==> src/rtl/pps_pkg.sv <==
// Shared PPS definitions: qualifier state encoding, counter width and
// the default tick rate agreed between the qualifier and the delay stage.
package pps_pkg;

    typedef enum logic [1:0] {
        ACQUIRE  = 2'd0,
        LOCKED   = 2'd1,
        HOLDOVER = 2'd2
    } pps_state_e;

    localparam int CNT_W            = 20;
    localparam int CLKS_PER_SEC_DEF = 16667;
    localparam int TOL_DEF          = 17;

    // Saturating 8-bit increment for the status counters.
    function automatic logic [7:0] sat_inc8(input logic [7:0] v);
        return (v == 8'hFF) ? v : v + 8'd1;
    endfunction

endpackage

==> src/rtl/pps_qualifier_if.sv <==
// PPS qualifier bus: raw reference in, clean PPS and status out.
// master: qualifier side (pps_raw in; pps_out, locked, holdover,
// last_interval, glitch_cnt, miss_cnt out). slave: consumer side.
interface pps_qualifier_if #(
    parameter int CNT_W = pps_pkg::CNT_W
);
    logic             pps_raw;
    logic             pps_out;
    logic             locked;
    logic             holdover;
    logic [CNT_W-1:0] last_interval;
    logic [7:0]       glitch_cnt;
    logic [7:0]       miss_cnt;

    modport master (
        input  pps_raw,
        output pps_out,
        output locked,
        output holdover,
        output last_interval,
        output glitch_cnt,
        output miss_cnt
    );

    modport slave (
        output pps_raw,
        input  pps_out,
        input  locked,
        input  holdover,
        input  last_interval,
        input  glitch_cnt,
        input  miss_cnt
    );
endinterface

==> src/rtl/pps_pulse_gen.sv <==
// Fixed-width pulse generator: a trigger while idle produces a pulse
// exactly PULSE_W cycles wide. Ports: clk, rst, trig_i, pulse_o, busy_o.
module pps_pulse_gen #(
    parameter int PULSE_W = 500
) (
    input  logic clk,
    input  logic rst,
    input  logic trig_i,
    output logic pulse_o,
    output logic busy_o
);
    localparam int LW = $clog2(PULSE_W + 1);

    logic          active_q, active_d;
    logic [LW-1:0] left_q, left_d;

    always_ff @(posedge clk or posedge rst) begin
        if (rst) begin
            active_q <= 1'b0;
            left_q   <= '0;
        end else begin
            active_q <= active_d;
            left_q   <= left_d;
        end
    end

    // left_q counts the remaining high cycles after the current one.
    always_comb begin
        active_d = active_q;
        left_d   = left_q;
        if (active_q) begin
            if (left_q == '0) begin
                active_d = 1'b0;
            end else begin
                left_d = left_q - LW'(1);
            end
        end else if (trig_i) begin
            active_d = 1'b1;
            left_d   = LW'(PULSE_W - 1);
        end
    end

    assign pulse_o = active_q;
    assign busy_o  = active_q;

    a_no_retrigger: assert property (
        @(posedge clk) disable iff (rst) !(trig_i && active_q)
    );

endmodule

==> src/rtl/pps_qualifier.sv <==
// Qualifies the raw reference PPS against the local clock, locks after
// LOCK_COUNT good intervals, and free-runs in holdover on missing edges.
// Ports: clk, rst, bus (pps_raw in; pulse, lock/holdover and stats out).
module pps_qualifier #(
    parameter int CLKS_PER_SEC = pps_pkg::CLKS_PER_SEC_DEF,
    parameter int TOL          = pps_pkg::TOL_DEF,
    parameter int LOCK_COUNT   = 4,
    parameter int PULSE_W      = 500,
    parameter int CNT_W        = pps_pkg::CNT_W
) (
    input  logic            clk,
    input  logic            rst,
    pps_qualifier_if.master bus
);
    import pps_pkg::*;

    localparam int GOOD_W = $clog2(LOCK_COUNT + 1);

    localparam logic [CNT_W-1:0] WIN_LO  = CNT_W'(CLKS_PER_SEC - TOL);
    localparam logic [CNT_W-1:0] WIN_HI  = CNT_W'(CLKS_PER_SEC + TOL);
    localparam logic [CNT_W-1:0] T_OUT   = CNT_W'(CLKS_PER_SEC + TOL + 1);
    localparam logic [CNT_W-1:0] T_RLD   = CNT_W'(TOL + 2);
    localparam logic [CNT_W-1:0] NOMINAL = CNT_W'(CLKS_PER_SEC);
    localparam logic [CNT_W-1:0] ONE     = CNT_W'(1);
    localparam logic [GOOD_W-1:0] LOCK_N = GOOD_W'(LOCK_COUNT);

    logic s1_q, s2_q, s3_q;
    logic edge_det;

    pps_state_e       state_q, state_d;
    logic [CNT_W-1:0] cnt_q, cnt_d, cnt_inc;
    logic [GOOD_W-1:0] good_q, good_d, good_inc;
    logic             have_q, have_d;
    logic [CNT_W-1:0] last_q, last_d;
    logic [7:0]       glitch_q, glitch_d;
    logic [7:0]       miss_q, miss_d;
    logic             trig_q, trig_d;
    logic             in_window;
    logic             pulse, pulse_busy;

    always_ff @(posedge clk or posedge rst) begin
        if (rst) begin
            s1_q <= 1'b0;
            s2_q <= 1'b0;
            s3_q <= 1'b0;
        end else begin
            s1_q <= bus.pps_raw;
            s2_q <= s1_q;
            s3_q <= s2_q;
        end
    end

    assign edge_det  = s2_q & ~s3_q;
    assign cnt_inc   = (&cnt_q) ? cnt_q : cnt_q + ONE;
    assign good_inc  = good_q + GOOD_W'(1);
    assign in_window = (cnt_q >= WIN_LO) && (cnt_q <= WIN_HI);

    always_ff @(posedge clk or posedge rst) begin
        if (rst) begin
            state_q  <= ACQUIRE;
            cnt_q    <= '0;
            good_q   <= '0;
            have_q   <= 1'b0;
            last_q   <= '0;
            glitch_q <= '0;
            miss_q   <= '0;
            trig_q   <= 1'b0;
        end else begin
            state_q  <= state_d;
            cnt_q    <= cnt_d;
            good_q   <= good_d;
            have_q   <= have_d;
            last_q   <= last_d;
            glitch_q <= glitch_d;
            miss_q   <= miss_d;
            trig_q   <= trig_d;
        end
    end

    always_comb begin
        state_d  = state_q;
        cnt_d    = cnt_inc;
        good_d   = good_q;
        have_d   = have_q;
        last_d   = last_q;
        glitch_d = glitch_q;
        miss_d   = miss_q;
        trig_d   = 1'b0;
        unique case (state_q)
            ACQUIRE: begin
                if (edge_det) begin
                    cnt_d = ONE;
                    if (!have_q) begin
                        have_d = 1'b1;
                        good_d = '0;
                    end else begin
                        last_d = cnt_q;
                        if (!in_window) begin
                            good_d = '0;
                        end else if (good_inc == LOCK_N) begin
                            good_d  = good_inc;
                            trig_d  = 1'b1;
                            state_d = LOCKED;
                        end else begin
                            good_d = good_inc;
                        end
                    end
                end
            end
            LOCKED: begin
                // Timeout outranks a coincident edge. Reloading TOL+2
                // keeps cnt aligned to where the missed edge should be.
                if (cnt_q == T_OUT) begin
                    trig_d  = 1'b1;
                    miss_d  = sat_inc8(miss_q);
                    cnt_d   = T_RLD;
                    state_d = HOLDOVER;
                end else if (edge_det) begin
                    if (in_window) begin
                        last_d = cnt_q;
                        cnt_d  = ONE;
                        trig_d = 1'b1;
                    end else if (cnt_q < WIN_LO) begin
                        glitch_d = sat_inc8(glitch_q);
                    end
                end
            end
            HOLDOVER: begin
                if (edge_det) begin
                    last_d  = cnt_q;
                    cnt_d   = ONE;
                    good_d  = '0;
                    state_d = ACQUIRE;
                end else if (cnt_q == NOMINAL) begin
                    trig_d = 1'b1;
                    cnt_d  = ONE;
                end
            end
            default: begin
                state_d = ACQUIRE;
            end
        endcase
    end

    pps_pulse_gen #(
        .PULSE_W (PULSE_W)
    ) u_pulse (
        .clk     (clk),
        .rst     (rst),
        .trig_i  (trig_q),
        .pulse_o (pulse),
        .busy_o  (pulse_busy)
    );

    a_trig_idle: assert property (
        @(posedge clk) disable iff (rst) !(trig_q && pulse_busy)
    );

    assign bus.pps_out       = pulse;
    assign bus.locked        = (state_q == LOCKED);
    assign bus.holdover      = (state_q == HOLDOVER);
    assign bus.last_interval = last_q;
    assign bus.glitch_cnt    = glitch_q;
    assign bus.miss_cnt      = miss_q;

endmodule

==> src/flat_wrapper.sv <==
// flat-port wrapper written by rule: the top's interface ports become plain ports
module pps_qualifier_flat import pps_pkg::*;
#(
    parameter int CLKS_PER_SEC = pps_pkg::CLKS_PER_SEC_DEF,
    parameter int TOL          = pps_pkg::TOL_DEF,
    parameter int LOCK_COUNT   = 4,
    parameter int PULSE_W      = 500,
    parameter int CNT_W        = pps_pkg::CNT_W
)
  (clk, rst, bus_pps_raw, bus_pps_out, bus_locked, bus_holdover, bus_last_interval, bus_glitch_cnt, bus_miss_cnt);
  pps_qualifier_if #(.CNT_W(CNT_W)) bus_i ();
  input  logic clk;
  input  logic rst;
  input wire logic [$bits(bus_i.pps_raw)-1:0] bus_pps_raw;
  output wire logic [$bits(bus_i.pps_out)-1:0] bus_pps_out;
  output wire logic [$bits(bus_i.locked)-1:0] bus_locked;
  output wire logic [$bits(bus_i.holdover)-1:0] bus_holdover;
  output wire logic [$bits(bus_i.last_interval)-1:0] bus_last_interval;
  output wire logic [$bits(bus_i.glitch_cnt)-1:0] bus_glitch_cnt;
  output wire logic [$bits(bus_i.miss_cnt)-1:0] bus_miss_cnt;
  assign bus_i.pps_raw = bus_pps_raw;
  assign bus_pps_out = bus_i.pps_out;
  assign bus_locked = bus_i.locked;
  assign bus_holdover = bus_i.holdover;
  assign bus_last_interval = bus_i.last_interval;
  assign bus_glitch_cnt = bus_i.glitch_cnt;
  assign bus_miss_cnt = bus_i.miss_cnt;
  pps_qualifier #(.CLKS_PER_SEC(CLKS_PER_SEC), .TOL(TOL), .LOCK_COUNT(LOCK_COUNT), .PULSE_W(PULSE_W), .CNT_W(CNT_W)) u_core (.clk(clk), .rst(rst), .bus(bus_i));
endmodule
==> config.mk <==
export PLATFORM = sky130hd
export DESIGN_NAME = pps_qualifier_flat
export DESIGN_NICKNAME = d
export VERILOG_FILES = /design/src/rtl/pps_pkg.sv /design/src/rtl/pps_qualifier_if.sv /design/src/rtl/pps_pulse_gen.sv /design/src/rtl/pps_qualifier.sv /design/src/flat_wrapper.sv
export SDC_FILE = /design/constraint.sdc
export NUM_CORES = 1
export LEC_CHECK = 0
export CORE_MARGIN = 4
export CORE_UTILIZATION = 30
export CTS_CLUSTER_SIZE = 28
export DETAILED_ROUTE_END_ITERATION = 7
export GPL_TIMING_DRIVEN = 0
export HOLD_SLACK_MARGIN = 0.02
export PLACE_DENSITY = 0.5
export SYNTH_ARGS = -nofsm -noshare
export SYNTH_HDL_FRONTEND = slang
export SYNTH_SLANG_ARGS = --single-unit
==> constraint.sdc <==
create_clock -name clk -period 3.9 [get_ports clk]
set_input_delay 0.78 -clock clk [delete_from_list [all_inputs] [get_ports clk]]
set_output_delay 0.78 -clock clk [all_outputs]
set_load 0.005 [all_outputs]
**Word level (Yosys, flattened, before mapping)**

Index checks and enable logic that the tools add are counted.
Widths: inputs -> output; s select.

- Bits in registers: 76
- Input port bits: 3
- Output and inout bits: 39
- Logic and storage cells: 101

- Order comparisons: 3
- Add/subtract/negate cells: 5
- Equality and inequality tests: 17
- Reductions and logical operators: 14
- Bitwise gates (word level): 6
- Muxes and demuxes: 43

Operators with widths:

| kind | count |
|---|---|
| $mux 20 | 13 |
| $pmux 20 s3 | 2 |
| $eq 20x15->1 const B | 2 |
| $mux 9 | 3 |
| $add 20x1->20 const B | 1 |
| $ge 20x15->1 const B | 1 |
| $le 20x15->1 const B | 1 |
| $lt 20x15->1 const B | 1 |
| $reduce_and 20->1 | 1 |
| $add 8x1->8 const B | 2 |
| $eq 8x8->1 const B | 2 |
| $ne 2x1->1 const B | 8 |
| $mux 1 | 12 |
| $mux 2 | 6 |
| $mux 3 | 4 |
| $reduce_and 6->1 | 2 |
| $logic_not 9->1 | 1 |
| $sub 9x1->9 const B | 1 |
| $reduce_and 7->1 | 1 |
| $pmux 2 s3 | 1 |
| $pmux 3 s2 | 1 |
| $reduce_and 3->1 | 2 |
| $not 1->1 | 5 |
| $ne 2x2->1 const B | 2 |
| other kinds (11) | 13 |

**Longest topological paths before layout**

Gate-level depths: netlist (run 1).

- Depth in word-level cells: 7
- Gate-level depth with buffers: 8
- Depth with buffers taken out: 7

**Hierarchy**

From an unflattened synthesis (run 1), not the netlist that was laid out.

- Cells, all modules: 360
- Area total of the unflattened synthesis: 3923.8 µm²

By module, submodules not included:

| module | sequential area each (µm²) | cells each | area each (µm²) | times used |
|---|---|---|---|---|
| pps_qualifier | 1651.6 | 301 | 3338.2 | 1 |
| pps_pulse_gen | 250.2 | 59 | 585.6 | 1 |

**Worst setup path before layout (run 1)**

Ideal clock, no wire load.

- Kind: register to register
- Start: reg u_core.cnt_q[16]
- End: reg u_core.last_q[0] (netlist: u_core.bus.last_interval[0])
- Slack: 1.631 ns
- Cell stages (with the launch flop): 8
- Path buffers: 2
- Arrival time: 2.144 ns
- Required time: 3.775 ns
- Cell sequence: dfrtp_1 buf_6 nor4_4 nand2_1 a311o_2 a31oi_4 buf_6 mux2_4

- Cells in the longest elaborated chain, start to end: 4
- Elaborated cells on any way between the ends: 7

Ends and longest elaborated chain:

| what | line | text |
|---|---|---|
| from (decl) | pps_qualifier.sv:31 | `logic [CNT_W-1:0] cnt_q, cnt_d, cnt_inc;` |
| from (signal assigned) | pps_qualifier.sv:70 | `cnt_q <= cnt_d;` |
| $ge 20x15->1 / $le 20x15->1 (equally long branches) | pps_qualifier.sv:56 | `assign in_window = (cnt_q >= WIN_LO) && (cnt_q <= WIN_HI);` |
| $logic_and 1x1->1 | pps_qualifier.sv:56 |  |
| $ne 2x1->1 (no source line) | -- |  |
| $reduce_and 7->1 (no source line) (*) | -- |  |
| to (signal assigned) | pps_qualifier.sv:73 | `last_q <= last_d;` |
| to (decl) | pps_qualifier.sv:34 | `logic [CNT_W-1:0] last_q, last_d;` |

Mark *: on every way between the ends. The rest lies on a longest branch, timed or not.
A chain may end at the register's enable or synchronous reset.

**Worst setup path after layout (run 1)**

- Start: reg u_core.cnt_q[16]
- End: reg u_core.cnt_q[10]

- Cells in the longest elaborated chain, start to end: 6
- Elaborated cells on any way between the ends: 14

Ends and longest elaborated chain:

| what | line | text |
|---|---|---|
| $ge 20x15->1 (tied with other cells) | pps_qualifier.sv:56 |  |
| $logic_and 1x1->1 / $mux 20 (equally long branches) | pps_qualifier.sv:56, pps_qualifier.sv:54 |  |
| $mux 20 | pps_qualifier.sv:119 | `if (in_window) begin` |
| $mux 20 | pps_qualifier.sv:118 | `end else if (edge_det) begin` |
| $mux 20 | pps_qualifier.sv:113 | `if (cnt_q == T_OUT) begin` |
| $pmux 20 s3 (*) | pps_qualifier.sv:89 | `unique case (state_q)` |
| net u_core.cnt_d[10] | pps_qualifier.sv:31 |  |

Mark *: on every way through the listed nets, which the timed path passes. The rest lies on a longest branch.

==> impl_metrics.tcl, run 1 <==
set metrics [dict create \
    avgRoutedWirePerCell_um 14.7 \
    antenna_found_initial 0 \
    synth_top_family_by_area "simple AND/OR/NAND/NOR gates" \
    min_period_ns 2.62 \
    setup_viol 0 \
    synthesis.nets 372 \
    relSlewSlack_pct 44.8 \
    die_w_um 122 \
    path_class "reg -> reg" \
    grt_first_pass_wirelength_mm 15.1 \
    post-dp-hpwl_mm 6.09 \
    fin_ws_ns 1.28 \
    crit_family "simple AND/OR/NAND/NOR gates" \
    synth-edff-count 0 \
    synth.mux.area_fraction_pct 7.78 \
    critPathBufInv 2 \
    finalNonFillerCells 591 \
    status "finished, final reports clean" \
    cp.depth 6 \
    overflow 0 \
    die_area_sq_um 15000 \
    antenna_left 0 \
    num_rows 41 \
    io_pins 42 \
    die_y_um 122 \
    worst_pin_slew_ns 0.823 \
    wl_mm 8.70 \
    avgSynthCellArea_sq_um 10.9 \
    cp_cell_sequence "buf_6, nor4_4, nand3_1, nor3_2, clkbuf_1, nor3_1" \
    crit_fanout 10 \
    core-area_sq_um 12700 \
    port_buffers 41 \
    vdd_drop_max_v 0.000149 \
    synth-xor-area-share_pct 6.47 \
    cts_tree "yes" \
    place_congestion 0.785 \
    ys.warnings.count 0 \
    area_delta_synth_final_pct 24.4 \
    timing.final.crit_share_pct 67.2 \
    synthFlopType "dfrtp_1" \
    fin_util_pct 38.4 \
    r2r_cells 6 \
    drive_gt1_share_pct 16.5 \
    drc 0 \
    clk_pin_slew_worst_paths_ns 0.05 \
    hold-worst-slack_ns 0.353 \
    final_common_cell "dfrtp_1" \
    crit_required_ns 4.10 \
    vias 2894 \
    layout.nets 425 \
    crit_arrival_ns 2.82 \
    max_stage_delay_ns 0.73 \
    drtIter0Drc 173 \
    post-place-ws_ns 1.26 \
    cts.htree.levels 3 \
    multi_input_area_sq_um 1890 \
    hold_path.class "reg -> reg" \
    max_freq_mhz 382 \
    hold_viol_final 0 \
    synth_adder_area_share_pct 2.55 \
    groute.usage.overall_pct 12.9 \
    ys_seq_elements 76 \
    regArea_sq_um 1900 \
    clk_path_buf_depth 2 \
    layout_common_cells "dfrtp_1 (76), clkdlybuf4s50_1 (41), nor3_1 (29)" \
    worst_setup_path_end_kind "register" \
    numCtsBuffers 9 \
    synth_cell_types 59 \
    synth_area_sq_um 3930 \
    async_flop_share_pct 100 \
    drtPass1Iterations 6 \
    n_antenna_cell 0 \
    clockRootBuffer "clkbuf_16" \
    fillerInstances 1305 \
    place_inst 575 \
    ys_seq_area_share_pct 48.4 \
    grt_max_degree 62 \
    postCtsSetupRepairBufs 0 \
    clock_skew_ns 0.00543 \
    slew_violations 0 \
    ctsResizeCount 0 \
    cp_slowest_cell "nor3_2" \
    maxCapViolCount 0 \
    cp-start-kind "register" \
    synthCells 361 \
    start_util_pct 30.9 \
    ctsHoldBuffers 0 \
    rsz0062_at_grt "false" \
    grt_pass1_vias 2958 \
    vias_per_cell 4.90 \
    synthSimpleGateAreaFrac_pct 22.0 \
    p_per_area_nw_per_um2 393 \
    holdPathStages 0 \
    p_leak_uw 0.00214 \
    insertion_delay_ns 0.34 \
    synth_compound_area_share_pct 9.46 \
    cts.sinks 76 \
]
-- final cells by class --
type                            count  area share (%)
Clock inverter                      5            1.02
Tap cell                          172            4.41
Multi-Input combinational cell    258            38.8
Inverter                           12           0.973
Timing Repair Buffer               42            8.97
Buffer                             15            1.77
Clock buffer                       11            5.17
Sequential cell                    76            38.9
-- cells by family after synthesis --
group           count (synthesis)
compound gates                 51
fa+ha+maj                       8
buf+inv                        27
mux                            24
flops                          76
xor+xnor                       29
simple gates                  146
-- cells in the mapped netlist, types with 3 or more instances --
cell | count | area, sq um
clkbuf_1 | 6 | 22.5
or2_2 | 4 | 25.0
dfrtp_1 | 76 | 1900
nor4b_1 | 4 | 35.0
and4_1 | 3 | 26.3
nand3_1 | 14 | 70.1
o21ai_0 | 15 | 75.1
nor4_1 | 10 | 62.6
mux2_4 | 10 | 150
nor3_1 | 29 | 145
nand2b_1 | 5 | 31.3
nor2b_1 | 5 | 31.3
xor2_1 | 16 | 140
xnor2_1 | 13 | 114
nand2_1 | 21 | 78.8
and3_1 | 3 | 18.8
a31oi_1 | 3 | 18.8
nand4_1 | 8 | 50.1
nor2_1 | 19 | 71.3
a21oi_1 | 9 | 45.0
inv_1 | 12 | 45.0
buf_6 | 3 | 33.8
or3_1 | 5 | 31.3
mux2_2 | 12 | 135
buf_2 | 6 | 30.0
ha_1 | 8 | 100
-- routing by layer --
metal	wire, um	part of all wire, %	up-vias	global-route usage (%)
met5	0	0	-	0
met1	4240	49	1402	17.5
met4	222	2.6	0	6.65
met3	309	3.6	13	2.90
met2	3930	45	53	19.4
li1	-	-	1426	-
-- worst paths after layout --
kind / start / end / slack (ns)
worst max register to register: u_core.cnt_q[16] / u_core.cnt_q[10] / 1.28
min in group asynchronous: rst / u_core.u_pulse.left_q[2] / 0.72
worst max-delay path: u_core.cnt_q[16] / u_core.cnt_q[10] / 1.28
worst min-delay path: u_core.s1_q / u_core.s2_q / 0.35
max in group asynchronous: rst / u_core.bus.last_interval[12] / 2.63
worst min register to register: u_core.s1_q / u_core.s2_q / 0.35
-- power breakdown --
| group | internal (uW) | leakage (uW) | switching, uW |
|---|---|---|---|
| clock | 525 | 0.000155 | 316 |
| combinational | 112 | 0.000943 | 113 |
| sequential | 826 | 0.00104 | 28.8 |
| total | 1460 | 0.00214 | 458 |
-- flip-flops by register name, summed over array words and instances (netlist names), 2 cells and up --
signal / cells
u_core.bus.last_interval: 20
u_core.cnt_q: 20
u_core.u_pulse.left_q: 9
u_core.bus.glitch_cnt: 8
u_core.bus.miss_cnt: 8
u_core.good_q: 3
u_core.state_q: 2
-- per-stage QoR --
stage          cell area (sq um)  TNS, ns  total power [uW]
2_1_floorplan               3930        0              1010
3_3_place_gp                4550   -13.52              1090
3_5_place_dp                4580        0              1100
4_1_cts                     4880        0              1960
5_1_grt                     4880        0              2020
6_report                    4880        0              1920
No activity file was read; power rests on OpenSTA's default activity.
==> inputs of run 2 (changes only) <==
clock period = 2.6 ns   (was 3.9 ns; I/O delays follow)
==> run 2 against run 1 <==
- sequential power increased by 50%
- register-to-register slack worse by 1.1 ns
- worst hold slack improved by 0.0035 ns
- largest power group unchanged
- highest routed layer unchanged
==> impl_metrics.tcl, run 2 (synthesis results as in run 1) <==
set metrics [dict create \
    r2r-start "u_core.cnt_q[16]" \
    drive_gt1_share_pct 18.5 \
    clk_path_buf_depth 2 \
    finalNonFillerCells 599 \
    fin_util_pct 39.2 \
    path_class "reg -> reg" \
    die_y_um 122 \
    cts.htree.levels 3 \
    place_congestion 0.785 \
    worst_r2r_endpoint "u_core.bus.last_interval[0]" \
    wl_mm 8.84 \
    grt_pass1_vias 2964 \
    core-area_sq_um 12700 \
    crit_arrival_ns 2.68 \
    numCtsBuffers 9 \
    io_pins 42 \
    hold_viol_final 0 \
    vdd_drop_max_v 0.000223 \
    min_period_ns 2.45 \
    vias_per_cell 4.93 \
    rrSetupSlack_ns 0.15 \
    p_leak_uw 0.00220 \
    grt_max_degree 62 \
    antenna_found_initial 0 \
    worst_setup_path_end_kind "register" \
    drc 0 \
    die_w_um 122 \
    hold_end "u_core.s2_q" \
    layout_common_cells "dfrtp_1 (76), clkdlybuf4s50_1 (41), nor3_1 (29)" \
    groute.usage.overall_pct 13.0 \
    cts.sinks 76 \
    grt_first_pass_wirelength_mm 15.2 \
    num_rows 41 \
    port_buffers 41 \
    relSlewSlack_pct 53.5 \
    timing.final.crit_share_pct 94.3 \
    clk_pin_slew_worst_paths_ns 0.05 \
    post-dp-hpwl_mm 6.09 \
    cp-start-kind "register" \
    crit_required_ns 2.82 \
    avgRoutedWirePerCell_um 14.8 \
    die_area_sq_um 15000 \
    drtPass1Iterations 4 \
    final_common_cell "dfrtp_1" \
    clock_skew_ns 0.00560 \
    min_from "u_core.s1_q" \
    area_delta_synth_final_pct 26.9 \
    crit_fanout 10 \
    cts_tree "yes" \
    start_util_pct 30.9 \
    place_inst 575 \
    maxCapViolCount 0 \
    status "finished, final reports clean" \
    r2r_cells 8 \
    layout.nets 433 \
    n_antenna_cell 0 \
    slew_violations 0 \
    vias 2952 \
    setup_viol 0 \
    clockRootBuffer "clkbuf_16" \
    holdPathStages 0 \
    hold_path.class "reg -> reg" \
    antenna_left 0 \
    p_per_area_nw_per_um2 581 \
    drtIter0Drc 213 \
    overflow 0 \
    max_freq_mhz 408 \
    insertion_delay_ns 0.34 \
    tns_ns 0 \
    worst_pin_slew_ns 0.691 \
    ctsHoldBuffers 0 \
]
-- run 2: cell types whose count changed in the layout (fill, tap and decap cells not counted), sizes merged --
cell	previous run	this run
buf	10	18
-- run 2: worst max path at each step --
stage / from / end / slack, ns / cells after the start
6_report: u_core.cnt_q[16] / u_core.bus.last_interval[0] / 0.15 / 8
5_1_grt: u_core.cnt_q[16] / u_core.cnt_q[9] / -0.007 / 8
4_1_cts: u_core.cnt_q[16] / u_core.bus.miss_cnt[1] / 0.02 / 5
3_5_place_dp: u_core.cnt_q[16] / u_core.cnt_q[10] / -0.04 / 6
3_3_place_gp: rst / u_core.bus.last_interval[11] / -1.22 / 2
2_1_floorplan: rst / u_core.bus.glitch_cnt[0] / 0.14 / 1
-- run 2: metal layers --
layer  GRT usage [%]  up-vias  wire, um
li1                -     1443         -
met2            19.6       45      4030
met5               0        -         0
met1            17.6     1453      4310
met3            2.90       11       293
met4            6.65        0       216
-- run 2: timing repair --
item	CTS	global route
buffers inserted	3	5
resized for setup	1	3
endpoints found under the setup margin	20	16
pin swaps	1	2
-- run 2: critical path, cell delays in order (launching register included) --
cell and delay, ns:
dfrtp_1 0.38, buf_6 0.14, nor4_4 0.44, nand3_1 0.29
a211oi_4 0.35, a31oi_4 0.13, buf_12 0.15, buf_6 0.15
mux2_4 0.30
-- run 2: cell type report --
class	count	area (sq um)
well taps	172	215
plain buffers	15	86.3
repair buffers	50	510
clock inverters	5	50.0
fillers	1296	7740
inverters	12	47.5
flip-flops and latches	76	1900
multi-input cells	258	1920
clock buffers	11	253
-- run 2: metrics by stage --
step	hold slack [ns]	power (uW)	setup slack, ns	instance area, sq um
finish	0.357	2890	0.148	4980
global route	0.362	3040	-0.00657	4980
CTS	0.357	2950	0.0226	4930
detailed placement	0.344	1640	-0.0390	4580
global placement	0.337	1640	-1.22	4550
floorplan	0.331	1510	0.142	3930
-- run 2: where the power goes --
group / total (uW) / switching, uW / internal, uW
clock network: 1260 / 476 / 788
registers: 1280 / 43.8 / 1240
logic: 347 / 173 / 174
total: 2890 / 693 / 2200
==> inputs of run 3 (changes only) <==
CORE_MARGIN = not set   (was 4)
GPL_TIMING_DRIVEN = not set   (was 0)
==> run 3 against run 2 <==
- clock skew grew 0.0016 ns
- largest cell class is now flip-flops and latches
- die area fell by 9.6%
- wire length fell by 3.3%
- critical path type unchanged
==> impl_metrics.tcl, run 3 (synthesis results as in run 1) <==
set metrics [dict create \
    power_frac_seq_pct 43.1 \
    groute.usage.overall_pct 14.0 \
    p_sw_share_pct 22.6 \
    relSlewSlack_pct 60.7 \
    worst_setup_path_end_kind "register" \
    multi_input_area_sq_um 1890 \
    ctsResizeCount 0 \
    slew_violations 0 \
    clockPowerShare_pct 47.8 \
    postCtsSetupRepairBufs 0 \
    crit_arrival_ns 2.61 \
    hold_path.class "reg -> reg" \
    n_antenna_cell 0 \
    fin_util_pct 38.9 \
    r2r_cells 6 \
    status "finished, final reports clean" \
    clock_skew_ns 0.00716 \
    wl_mm 8.56 \
    finalNonFillerCells 589 \
    io_pins 42 \
    place_inst 573 \
    tns_ns 0 \
    holdPathStages 0 \
    vias 2887 \
    drive_gt1_share_pct 17.3 \
    maxCapViolCount 0 \
    p_per_area_nw_per_um2 623 \
    rsz0062_at_grt "false" \
    vias_per_cell 4.90 \
    numCtsBuffers 9 \
    path_class "reg -> reg" \
    regArea_sq_um 1900 \
    die_y_um 116 \
    setup_viol 0 \
    grt_first_pass_wirelength_mm 14.5 \
    switchingPower_uw 693 \
    min_period_ns 2.39 \
    insertion_delay_ns 0.34 \
    fillerInstances 1256 \
    max_freq_mhz 418 \
    drtIter0Drc 127 \
    die_area_sq_um 13500 \
    drc 0 \
    final_common_cell "dfrtp_1" \
    layout.nets 423 \
    cp-start-kind "register" \
    clk_pin_slew_worst_paths_ns 0.06 \
    antenna_found_initial 0 \
    start_util_pct 31.0 \
    p_int_uw 2380 \
    port_buffers 41 \
    vdd_drop_max_v 0.000249 \
    area_delta_synth_final_pct 25.7 \
    grt_pass1_vias 2852 \
    grt_max_degree 34 \
    num_rows 41 \
    crit_fanout 12 \
    overflow 0 \
    ctsHoldBuffers 0 \
    cts_tree "yes" \
    p_leak_uw 0.00216 \
    post-dp-hpwl_mm 6.13 \
    cts.htree.levels 3 \
    worst_pin_slew_ns 0.584 \
    cts.sinks 76 \
    clk_path_buf_depth 2 \
    place_congestion 0.903 \
    rrSetupSlack_ns 0.21 \
    clockRootBuffer "clkbuf_16" \
    hold_viol_final 0 \
    drtPass1Iterations 4 \
    avgRoutedWirePerCell_um 14.5 \
    layout_common_cells "dfrtp_1 (76), clkdlybuf4s50_1 (41), nor3_1 (29)" \
    crit_required_ns 2.82 \
    timing.final.crit_share_pct 91.9 \
    core-area_sq_um 12700 \
    antenna_left 0 \
    comb_power_share_pct 9.0 \
    die_w_um 116 \
]
## run 3: final timing paths
kind,startpoint,end
max,u_core.cnt_q[9],u_core.bus.last_interval[10]
max reg2reg,u_core.cnt_q[9],u_core.bus.last_interval[10]
min reg2reg,u_core.s1_q,u_core.s2_q
min in group asynchronous,rst,u_core.u_pulse.busy_o
max in group asynchronous,rst,u_core.cnt_q[13]
min,u_core.s1_q,u_core.s2_q
## run 3: power by group through the flow
stage                     combinational, uW  sequential [uW]  clock (uW)
after global routing                    311             1340        1560
after global placement                  283             1350           0
after CTS                               283             1330        1500
after floorplan                         220             1290           0
after detailed placement                283             1350           0
final                                   278             1330        1470
## run 3: cell type report
cell class,instances,share of cell area (%)
inverters,12,0.913
repair buffers,55,10.7
flip-flops and latches,76,38.5
clock inverters,4,1.93
multi-input cells,258,38.4
well taps,172,4.36
clock buffers,12,5.20
## run 3: worst max-delay path: stages (launching register included)
cell,delay [ns]
dfrtp_1,0.44
or3_1,0.45
o21ai_0,0.40
a211oi_4,0.13
a31oi_4,0.22
buf_4,0.28
mux2_2,0.37
## run 3: stage by stage
step                      hold slack (ns)  setup WS (ns)  total power, uW  instance area (sq um)
after floorplan                     0.331          0.142             1510                   3930
after global placement              0.337          0.264             1630                   4580
after detailed placement            0.336          0.213             1630                   4580
after CTS                           0.349          0.203             3110                   4930
after global routing                0.361         0.0516             3210                   4930
final                               0.349          0.210             3070                   4930
## run 3: layer usage
layer | GRT usage, % | vias up | wire length (um)
met5 | 0 | - | 0
met2 | 20.7 | 60 | 3870
met3 | 2.75 | 12 | 291
met4 | 7.44 | 0 | 159
li1 | - | 1413 | -
met1 | 19.3 | 1402 | 4240
